### src/rtl/interval_timer_bank.sv
// interval_timer_bank: NUM_PARAMS reprogrammable interval registers with an
// integrated countdown timer that loads the selected interval, decrements on
// each one-second tick and pulses expired for one cycle when it reaches zero.
//
// Optional build macro: TIMER_PARAM_LOCK_EN
//   When defined, reprogram writes are ignored while the timer is busy and
//   the reprogram_rejected output pulses for one cycle per ignored attempt.
//
// Ports:
//   clock              system clock, rising edge
//   reset              asynchronous active-low reset
//   time_param_sel     register index for reprogram writes
//   time_value         data for reprogram writes
//   reprogram          write strobe, one write per cycle high
//   interval           register selected for readout and timer load
//   start_timer        load selected interval and start counting
//   tick               one-cycle one-second enable
//   value              combinational readout of register[interval]
//   remaining          current countdown value (registered)
//   busy               high while counting (registered)
//   expired            one-cycle completion pulse (registered)
//   reprogram_rejected write-ignored pulse (TIMER_PARAM_LOCK_EN only)
module interval_timer_bank #(
    parameter int unsigned                      NUM_PARAMS     = 4,
    parameter int unsigned                      VALUE_W        = 4,
    parameter logic [NUM_PARAMS*VALUE_W-1:0]    DEFAULT_VALUES = {4'd10, 4'd15, 4'd8, 4'd6},
    localparam int unsigned                     SEL_W          = $clog2(NUM_PARAMS)
) (
    input  logic               clock,
    input  logic               reset,
    input  logic [SEL_W-1:0]   time_param_sel,
    input  logic [VALUE_W-1:0] time_value,
    input  logic               reprogram,
    input  logic [SEL_W-1:0]   interval,
    input  logic               start_timer,
    input  logic               tick,
    output logic [VALUE_W-1:0] value,
`ifdef TIMER_PARAM_LOCK_EN
    output logic               reprogram_rejected,
`endif
    output logic [VALUE_W-1:0] remaining,
    output logic               busy,
    output logic               expired
);

    typedef enum logic [1:0] {
        IDLE    = 2'd0,
        RUNNING = 2'd1,
        DONE    = 2'd2
    } state_t;

    state_t             state;
    state_t             state_next;
    logic [VALUE_W-1:0] remaining_next;
    logic [VALUE_W-1:0] regs [NUM_PARAMS];
    logic               rd_ok_c;
    logic               wr_ok_c;
    logic               wr_en_c;

    // Index range checks done at 32 bits so non-power-of-two banks are safe
    assign rd_ok_c = (32'(interval) < NUM_PARAMS);
    assign wr_ok_c = (32'(time_param_sel) < NUM_PARAMS);
    assign value   = rd_ok_c ? regs[interval] : '0;

`ifdef TIMER_PARAM_LOCK_EN
    assign wr_en_c = reprogram && wr_ok_c && !busy;

    // One-cycle flag for each write attempt blocked by a running countdown
    always_ff @(posedge clock or negedge reset) begin
        if (!reset) begin
            reprogram_rejected <= 1'b0;
        end else begin
            reprogram_rejected <= reprogram && busy;
        end
    end
`else
    assign wr_en_c = reprogram && wr_ok_c;
`endif

    // Interval register bank
    always_ff @(posedge clock or negedge reset) begin
        if (!reset) begin
            for (int i = 0; i < NUM_PARAMS; i++) begin
                regs[i] <= DEFAULT_VALUES[i*VALUE_W +: VALUE_W];
            end
        end else if (wr_en_c) begin
            regs[time_param_sel] <= time_value;
        end
    end

    // State, countdown and status registers
    always_ff @(posedge clock or negedge reset) begin
        if (!reset) begin
            state     <= IDLE;
            remaining <= '0;
            busy      <= 1'b0;
            expired   <= 1'b0;
        end else begin
            state     <= state_next;
            remaining <= remaining_next;
            busy      <= (state_next == RUNNING);
            expired   <= (state_next == DONE);
        end
    end

    // Next-state: a start in any state reloads (it beats a coincident tick);
    // the load uses the pre-write register contents.
    always_comb begin
        state_next     = state;
        remaining_next = remaining;
        if (start_timer) begin
            remaining_next = value;
            state_next     = (value != '0) ? RUNNING : DONE;
        end else begin
            case (state)
                RUNNING: begin
                    if (tick) begin
                        if (remaining <= VALUE_W'(1)) begin
                            remaining_next = '0;
                            state_next     = DONE;
                        end else begin
                            remaining_next = remaining - VALUE_W'(1);
                        end
                    end
                end
                DONE:    state_next = IDLE;
                default: state_next = state;
            endcase
        end
    end

endmodule

### config.mk
export PLATFORM = sky130hd
export DESIGN_NAME = interval_timer_bank
export DESIGN_NICKNAME = d
export VERILOG_FILES = /design/src/rtl/interval_timer_bank.sv
export SDC_FILE = /design/constraint.sdc
export NUM_CORES = 1
export LEC_CHECK = 0
export BUFFER_PORTS_ARGS = -buffer_cell sky130_fd_sc_hd__buf_2
export CAP_MARGIN = 20
export CORE_MARGIN = 8
export CORE_UTILIZATION = 58
export CTS_CLUSTER_SIZE = 20
export DETAILED_ROUTE_END_ITERATION = 8
export MAX_ROUTING_LAYER = met4
export PLACE_DENSITY = 0.83
export SLEW_MARGIN = 20
export SYNTH_ARGS = -nofsm -noshare
export SYNTH_HDL_FRONTEND = slang
export SYNTH_SLANG_ARGS = --single-unit
### constraint.sdc
create_clock -name clock -period 2.9 [get_ports clock]
set_input_delay 0.58 -clock clock [delete_from_list [all_inputs] [get_ports clock]]
set_output_delay 0.58 -clock clock [all_outputs]
set_load 0.02 [all_outputs]
==> results of run 1 <==
-- metal layers --
layer  vias to the layer above  part of all wire [%]  global-route usage [%]
li1                        412                     -                       -
met1                       425                    42                    13.5
met2                        18                    53                    21.7
met3                         5                   3.8                    2.69
met4                         0                   1.2                    4.37
met5                         -                     0                       -
-- registers in the layout (all words and copies together) (netlist names) --
name	cells
regs	16
remaining	4
expired	1
busy	1
state	2
-- report_power, final --
group / switching [mW] / internal, mW / leakage (nW) / total (mW)
registers: 0.0514 / 0.429 / 0.272 / 0.480
logic: 0.219 / 0.178 / 0.318 / 0.397
clock network: 0.0919 / 0.0537 / 0.0150 / 0.146
-- layout make-up --
cell class                      instances  area [um^2]
Tap cell                               27         33.8
Sequential cell                        24          612
Multi-Input combinational cell         65          588
Inverter                                5         18.8
Timing Repair Buffer                   22          110
Clock buffer                            4         26.3
Fill cell                             153          593
-- cells in the mapped netlist (3+ instances only) --
cell type	instances
mux2_2	17
dfrtp_1	15
dfstp_2	9
inv_1	5
a31oi_1	4
nand2_1	4
nor2_1	4
ha_1	3
o21ai_0	3
-- worst paths after layout --
check,end
hold reg to reg,regs[10]
min in group clock,regs[10]
hold / removal,regs[0]
setup reg to reg,busy
max in group asynchronous,regs[7]
setup / recovery,value[2]
-- per-stage QoR --
stage | hold slack, ns | utilization [%]
after floorplan | 0.284 | -
after global placement | 0.483 | 68.8
after detailed placement | 0.495 | 68.8
after CTS | 0.238 | 70.1
after global routing | 0.262 | 70.1
final | 0.221 | 70.1
-- cells by family after synthesis --
logic type               count (synthesis)  synth area share, %
AO/OA/AOI/OAI                           19                 11.7
flip-flops                              24                 49.6
AND/OR/NAND/NOR                         21                 10.0
buffers and inverters                    7                 2.74
multiplexers                            22                 22.9
adder cells (fa/ha/maj)                  3                 3.04
-- critical path, stage by stage --
cell and delay, ns:
buf_2 0.17, mux4_1 0.69, buf_2 0.21
==> qor.yml, run 1 <==
sta:
  setup_viol: 0
  maxSlewViolCount: 0
  setup_slack_ns: 0.666
  max_slew.worst_pin.slew_ns: 0.664
  fin_crit_ns: 2.23
  slew_headroom_pct: 55.6
  grt_setup_unrepaired: "false"
  timing.final.crit_share_pct: 77.0
  setup_tns_ns: 0
  finClkSkew_ns: 0.00787
  hold_violations: 0
  fmax_ghz: 0.448
pwr:
  peakVddDrop_v: 0.000400
  cellLeakagePower_nw: 0.606
  p_per_area_nw_per_um2: 736
  fin_total_pwr_mw: 1.02
floorplanning:
  start_util_pct: 62.2
  dieHeight_um: 62.1
  core_area_um2: 1980
  row_count: 16
  die_area_um2: 3860
  die_x_um: 62.1
  io_pins: 23
synth:
  synth_area_um2: 1230
  yosysTopAreaCell: "dfrtp_1"
  ys_seq_elements: 24
  yosysTopAreaCellShare_pct: 30.4
  synth_edf_count: 0
  synth_ff_type: "dfrtp_1"
  synthCells: 96
  synth_fp_nets: 112
  ys_types: 33
  ys_seq_area_share_pct: 49.6
  netlist_top_cells_area: "dfrtp_1, dfstp_2, mux2_2, mux4_2, ha_1"
  yosysWarnings: 0
  avgSynthCellArea_um2: 12.9
  synthArstFlopShare_pct: 100
worst_setup_path:
  cp_max_fo: 7
  path_class: "input port to primary output"
  cp.required_ns: 2.32
  rr_worst_depth: 3
  worstReg2RegStart: "regs[0]"
  endpoint_kind: "primary output"
  startpoint: "interval[0]"
  crit_arrival_ns: 1.65
  r2r_slack_ns: 1.29
  start_kind: "input port"
clock_network:
  cts_tree: "done"
  postCtsResizedCells: 0
  cts-root-buf: "clkbuf_4"
  cts_hold_buf: 0
  cts_max_level: 1
  clk_latency_ns: 0.31
  postCtsSetupBuffers: 0
  numCtsBuffers: 3
  clkTransAtPathRegs_ns: 0.12
  cts_sinks: 24
  clock_path_buffers: 2
placement:
  dp.cells: 143
  pre_cts_ws_ns: 0.675
  portBuffers: 22
  place.gp.congestion: 0.841
  postPlaceCellArea_um2: 1360
  dpl.hpwl_um: 1930
detailed_routing:
  via_per_inst: 5.85
  dr.pass1.iters: 4
  routed_wl_um: 2400
  drt-initial-drc-count: 26
  vias: 860
  drc: 0
  wl_per_cell_um: 16.3
  ant_nets: 0
job:
  drv_cap: 0
outcome:
  run_status: "finished, final reports clean"
layout:
  stdcell_area_um2: 1390
  area_growth_pct: 12.6
  antennaDiodeCount: 0
  fin_cells: 147
  post_route_cells_drive_above_1_share_pct: 47.5
  most-common-layout-cells: "buf_2, mux2_2, dfrtp_1"
  final_common_cell: "buf_2"
  fin_nets: 137
grt:
  track_usage_pct: 12.4
  grt_overflow_total: 0
  first_global_vias: 875
  antenna_found_initial: 0
  grt_max_degree: 25
  grt_first_pass_wirelength_um: 3930
min_path:
  min_path_type: "input port to async pin"
Note: power is estimated with default switching activity, not from simulation.
==> run 2: changes to the inputs <==
Settings changed: CORE_UTILIZATION 58 to 48, PLACE_DENSITY 0.83 to 0.73.
Clock period 2.9 ns to 2 ns, I/O delays scaled along.
==> run 2 against run 1 <==
Net effect: count of clock-buffer cells in the layout stayed put; setup slack worse by 0.61 ns; via count grew 4.2%; power increased by 50%; sequential cell count unchanged; clock skew shrank 0.0029 ns; clock power grew 69%; utilization fell by 13 points; die area is 15% higher; highest routed layer unchanged; cell count rose by 2.7%; non-clock buffer count increased by 1; combinational power up 47%; largest cell class unchanged.
==> qor.yml, run 2 (same netlist as run 1, synthesis figures left out) <==
outcome:
  run_status: "finished, final reports clean"
clock_network:
  numCtsBuffers: 3  # unchanged
  cts_hold_buf: 0  # unchanged
  cts_tree: "done"
  cts-root-buf: "clkbuf_4"
  clk_latency_ns: 0.31  # about the same
  postCtsResizedCells: 0  # unchanged
  postCtsSetupBuffers: 0  # unchanged
  cts_max_level: 1  # unchanged
  cts_sinks: 24  # unchanged
  clkTransAtPathRegs_ns: 0.12  # about the same
  clock_path_buffers: 2  # unchanged
sta:
  timing.final.crit_share_pct: 97.2
  setup_tns_ns: 0  # unchanged
  grt_setup_unrepaired: "false"
  hold_violations: 0  # unchanged
  fmax_ghz: 0.514
  slew_headroom_pct: 65.5  # +9.9 points
  max_slew.worst_pin.slew_ns: 0.518  # -0.146 ns
  setup_viol: 0  # unchanged
  maxSlewViolCount: 0  # unchanged
  fin_crit_ns: 1.94
  finClkSkew_ns: 0.00493  # -0.00294 ns
placement:
  dp.cells: 147  # +2.8%
  dpl.hpwl_um: 2120  # +9.3%
  place.gp.congestion: 0.771  # -8.3%
  postPlaceCellArea_um2: 1370  # +0.83%
  portBuffers: 22  # unchanged
detailed_routing:
  drc: 0  # unchanged
  wl_per_cell_um: 17.6  # +8.0%
  drt-initial-drc-count: 50  # +92%
  vias: 896  # +4.2%
  via_per_inst: 5.93  # +1.4%
  ant_nets: 0  # unchanged
  routed_wl_um: 2660  # +11%
  dr.pass1.iters: 6  # +2
pwr:
  cellLeakagePower_nw: 0.617  # +1.9%
  p_per_area_nw_per_um2: 1090  # +47%
  peakVddDrop_v: 0.000676  # +69%
  fin_total_pwr_mw: 1.53  # +50%
worst_setup_path:
  crit_family: "multiplexers"
  path_cells: "mux4_1, buf_2"
  path_class: "flop to primary output"
  cp_max_fo: 6  # -1
  crit_arrival_ns: 1.54  # -0.11 ns
  worst-path-buf-inv: 1  # -1
  endpoint_kind: "primary output"
  crit_slowest_cell: "mux4_1"
  cp.required_ns: 1.60  # -0.72 ns
  start_kind: "flop"
  critPathMaxStageDelay_ns: 0.63  # -0.06 ns
layout:
  multiInputGateArea_um2: 588  # unchanged
  antennaDiodeCount: 0  # unchanged
  largestRegisters: "regs x16, remaining x4, state x2"
  largest_reg_flops: 16  # unchanged
  fin_cells: 151  # +2.7%
  fillCellCount: 216  # +41%
  final_common_cell: "buf_2"
  most-common-layout-cells: "buf_2, mux2_2, dfrtp_1"
  top_register: "regs"
  ff_latch_area_um2: 612  # unchanged
  stdcell_area_um2: 1410  # +1.5%
  area_growth_pct: 14.3
  post_route_cells_drive_above_1_share_pct: 48.8  # +1.3 points
  fin_nets: 138  # +0.73%
grt:
  track_usage_pct: 13.2  # +0.77 points
  grt_overflow_total: 0  # unchanged
  antenna_found_initial: 0  # unchanged
  grt_first_pass_wirelength_um: 4360  # +11%
  grt_max_degree: 25  # unchanged
  first_global_vias: 952  # +8.8%
floorplanning:
  row_count: 18  # +2
  start_util_pct: 50.3  # -12 points
  dieHeight_um: 66.7  # +7.4%
  die_area_um2: 4450  # +15%
  die_x_um: 66.7  # +7.4%
  io_pins: 23  # unchanged
  core_area_um2: 2450  # +24%
job:
  drv_cap: 0  # unchanged
min_path:
  min_path_type: "input port to async pin"
==> run 2: path summary, 6_finish.rpt <==
path,startpoint,end,slack [ns],cells after the start
worst max-delay path,regs[10],value[2],0.06,2
worst min-delay path,reset,remaining[0],0.04,1
worst max register to register,remaining[0],busy,0.39,5
worst min register to register,regs[0],regs[0],0.54,1
max in group asynchronous,reset,regs[7],1.59,1
min in group clock,time_value[0],regs[8],0.35,2
==> run 2: metrics by stage <==
stage          hold WS (ns)  worst slack, ns  util, %
3_3_place_gp          0.396            0.170     56.0
3_5_place_dp          0.399            0.123     56.0
6_report             0.0412           0.0563     57.4
2_1_floorplan         0.104            0.233        -
5_1_grt              0.0649           0.0186     57.4
4_1_cts              0.0566           0.0695     57.4
==> run 2: area by class of cell <==
class | instances | share of cell area, %
Tap cell | 30 | 2.66
Timing Repair Buffer | 23 | 8.34
Multi-Input combinational cell | 65 | 41.7
Clock buffer | 4 | 2.57
Inverter | 5 | 1.33
Sequential cell | 24 | 43.4
==> run 2: where the power goes <==
group          leakage (nW)  internal [mW]  switching (mW)
registers             0.272          0.622          0.0771
logic                 0.324          0.259           0.325
clock network        0.0210          0.111           0.136
total                 0.617          0.992           0.538
==> run 2: metal layers <==
layer	part of all wire, %	track usage (%)	vias to the layer above
met2	51	21.0	36
met1	40	14.3	438
met3	6.3	3.36	10
li1	-	-	412
met5	0	-	-
met4	3.6	8.53	0
==> run 3: changes to the inputs <==
Settings changed: BUFFER_PORTS_ARGS -buffer_cell sky130_fd_sc_hd__buf_2 to not set, CORE_UTILIZATION 48 to 55, DONT_BUFFER_PORTS set to 1.
==> run 3 against run 2 <==
Net effect: routed wire length shrank 11%; maximum frequency grew 5.5%; largest cell class unchanged; largest power group unchanged; cell count shrank 15%; count of clock-buffer cells in the layout is the same; sequential cell count is the same; sequential share of layout area grew 3.6 points; highest routed layer unchanged; critical path depth grew 1; utilization grew 2.6 points; first-iteration DRC count shrank 46%.
==> qor.yml, run 3 (same netlist as run 1, synthesis figures left out) <==
detailed_routing:
  wl_per_cell_um: 18.5  # +4.8%
  drt-initial-drc-count: 27  # -46%
  routed_wl_um: 2360  # -11%
  dr.pass1.iters: 4  # -2
  wl_met2_um: 1170  # -13%
  top_layer: "met4"
  vias: 788  # -12%
  via_per_inst: 6.16  # +3.7%
  ant_nets: 0  # unchanged
  drc: 0  # unchanged
  route.met3.wl_um: 152  # -9.5%
  route.layer.met1.wl_um: 995  # -5.4%
floorplanning:
  row_count: 17  # -1
  start_util_pct: 56.9  # +6.6 points
  die_x_um: 63.4  # -5.0%
  die_area_um2: 4010  # -9.8%
  core_area_um2: 2170  # -12%
  io_pins: 23  # unchanged
  dieHeight_um: 63.4  # -5.0%
placement:
  portBuffers: 0  # -100%
  dpl.hpwl_um: 1820  # -14%
  place.gp.congestion: 0.786  # +2.0%
worst_setup_path:
  critPathMaxStageDelay_ns: 0.55  # -0.08 ns
  cp.required_ns: 1.60  # about the same
  start_kind: "flop"
  worstReg2RegStart: "remaining[0]"
  crit_slowest_cell: "dfstp_2"
  cp_max_fo: 2  # -4
  worst-path-buf-inv: 0  # -1
  path_class: "flop to primary output"
  crit_arrival_ns: 1.44  # -0.10 ns
  rr_worst_depth: 5  # unchanged
  endpoint_kind: "primary output"
  r2r-end: "busy"
  path_cells: "mux2_2, nor2_1, a21oi_1"
  crit_family: "flip-flops"
  r2r_slack_ns: 0.24  # -0.15 ns
grt:
  antenna_found_initial: 0  # unchanged
  grt_max_degree: 25  # unchanged
  track_usage_pct: 12.9  # -0.30 points
  first_global_vias: 857  # -10%
  grt_overflow_total: 0  # unchanged
  grt_first_pass_wirelength_um: 4080  # -6.5%
layout:
  most-common-layout-cells: "mux2_2, dfrtp_1, dfstp_2"
  largestRegisters: "regs x16, remaining x4, state x2"
  antennaDiodeCount: 0  # unchanged
  final_common_cell: "mux2_2"
  final_core_util_pct: 60.0  # +2.6 points
  post_route_cells_drive_above_1_share_pct: 38.0  # -11 points
  top_register: "regs"
  fillCellCount: 193  # -11%
  largest_reg_flops: 16  # unchanged
  fin_nets: 117  # -15%
  ff_latch_area_um2: 612  # unchanged
  multiInputGateArea_um2: 588  # unchanged
  area_growth_pct: 5.58
sta:
  grt_setup_unrepaired: "false"
  setup_tns_ns: 0  # unchanged
  fin_crit_ns: 1.84  # -0.101 ns
  hold_violations: 0  # unchanged
  slew_headroom_pct: 64.6  # -0.93 points
  max_slew.worst_pin.slew_ns: 0.532  # +0.0140 ns
  maxSlewViolCount: 0  # unchanged
  timing.final.crit_share_pct: 92.1  # -5.1 points
  fmax_ghz: 0.543  # +5.5%
  finClkSkew_ns: 0.00891  # +0.00398 ns
  setup_viol: 0  # unchanged
min_path:
  min_path_type: "input port to async pin"
pwr:
  peakVddDrop_v: 0.000588  # -13%
  cellLeakagePower_nw: 0.533  # -14%
  p_per_area_nw_per_um2: 1120  # +3.4%
job:
  drv_cap: 0  # unchanged
outcome:
  run_status: "finished, final reports clean"
clock_network:
  clock_path_buffers: 2  # unchanged
  clk_latency_ns: 0.32  # about the same
  postCtsSetupBuffers: 0  # unchanged
  cts_tree: "done"
  cts_sinks: 24  # unchanged
  clkTransAtPathRegs_ns: 0.13  # about the same
  cts_max_level: 1  # unchanged
  postCtsResizedCells: 0  # unchanged
  cts-root-buf: "clkbuf_4"
  numCtsBuffers: 3  # unchanged
[run 3: layout make-up]
class | instances | share of cell area [%]
clock buffers | 4 | 2.79
flip-flops and latches | 24 | 47.0
inverters | 5 | 1.44
multi-input cells | 65 | 45.1
repair buffers | 2 | 0.961
well taps | 28 | 2.69
[run 3: worst max path at each step]
stage | startpoint | to | cells past startpoint
finish | regs[7] | value[3] | 3
global route | remaining[0] | busy | 5
CTS | regs[7] | value[3] | 3
detailed placement | remaining[0] | busy | 5
global placement | remaining[0] | busy | 5
floorplan | interval[0] | busy | 4
[run 3: repair_timing]
item | CTS | global route
hold buffers | 1 | 0
setup endpoints to repair | 0 | 0
hold endpoints to repair | 24 | 0
[run 3: report_power, final]
group          internal, mW  switching [mW]  leakage, nW
Sequential            0.621           0.131        0.272
Clock                 0.112           0.148       0.0210
Combinational         0.215           0.235        0.240
[run 3: through the flow]
stage | instance area (um^2) | total power [mW] | hold slack (ns) | cells | setup WS (ns)
floorplan | 1230 | 1.11 | 0.104 | 96 | 0.233
global route | 1300 | 1.56 | 0.0559 | 128 | 0.0970
CTS | 1310 | 1.47 | 0.168 | 128 | 0.158
detailed placement | 1260 | 1.20 | 0.105 | 123 | 0.274
finish | 1300 | 1.46 | 0.0315 | 128 | 0.157
global placement | 1260 | 1.18 | 0.105 | 123 | 0.291
[run 3: per-layer routing]
metal  GRT usage (%)  vias up
met3            4.06        5
met2            21.3       22
met4            6.69        0
met1            13.5      391
li1                -      370
met5               -        -
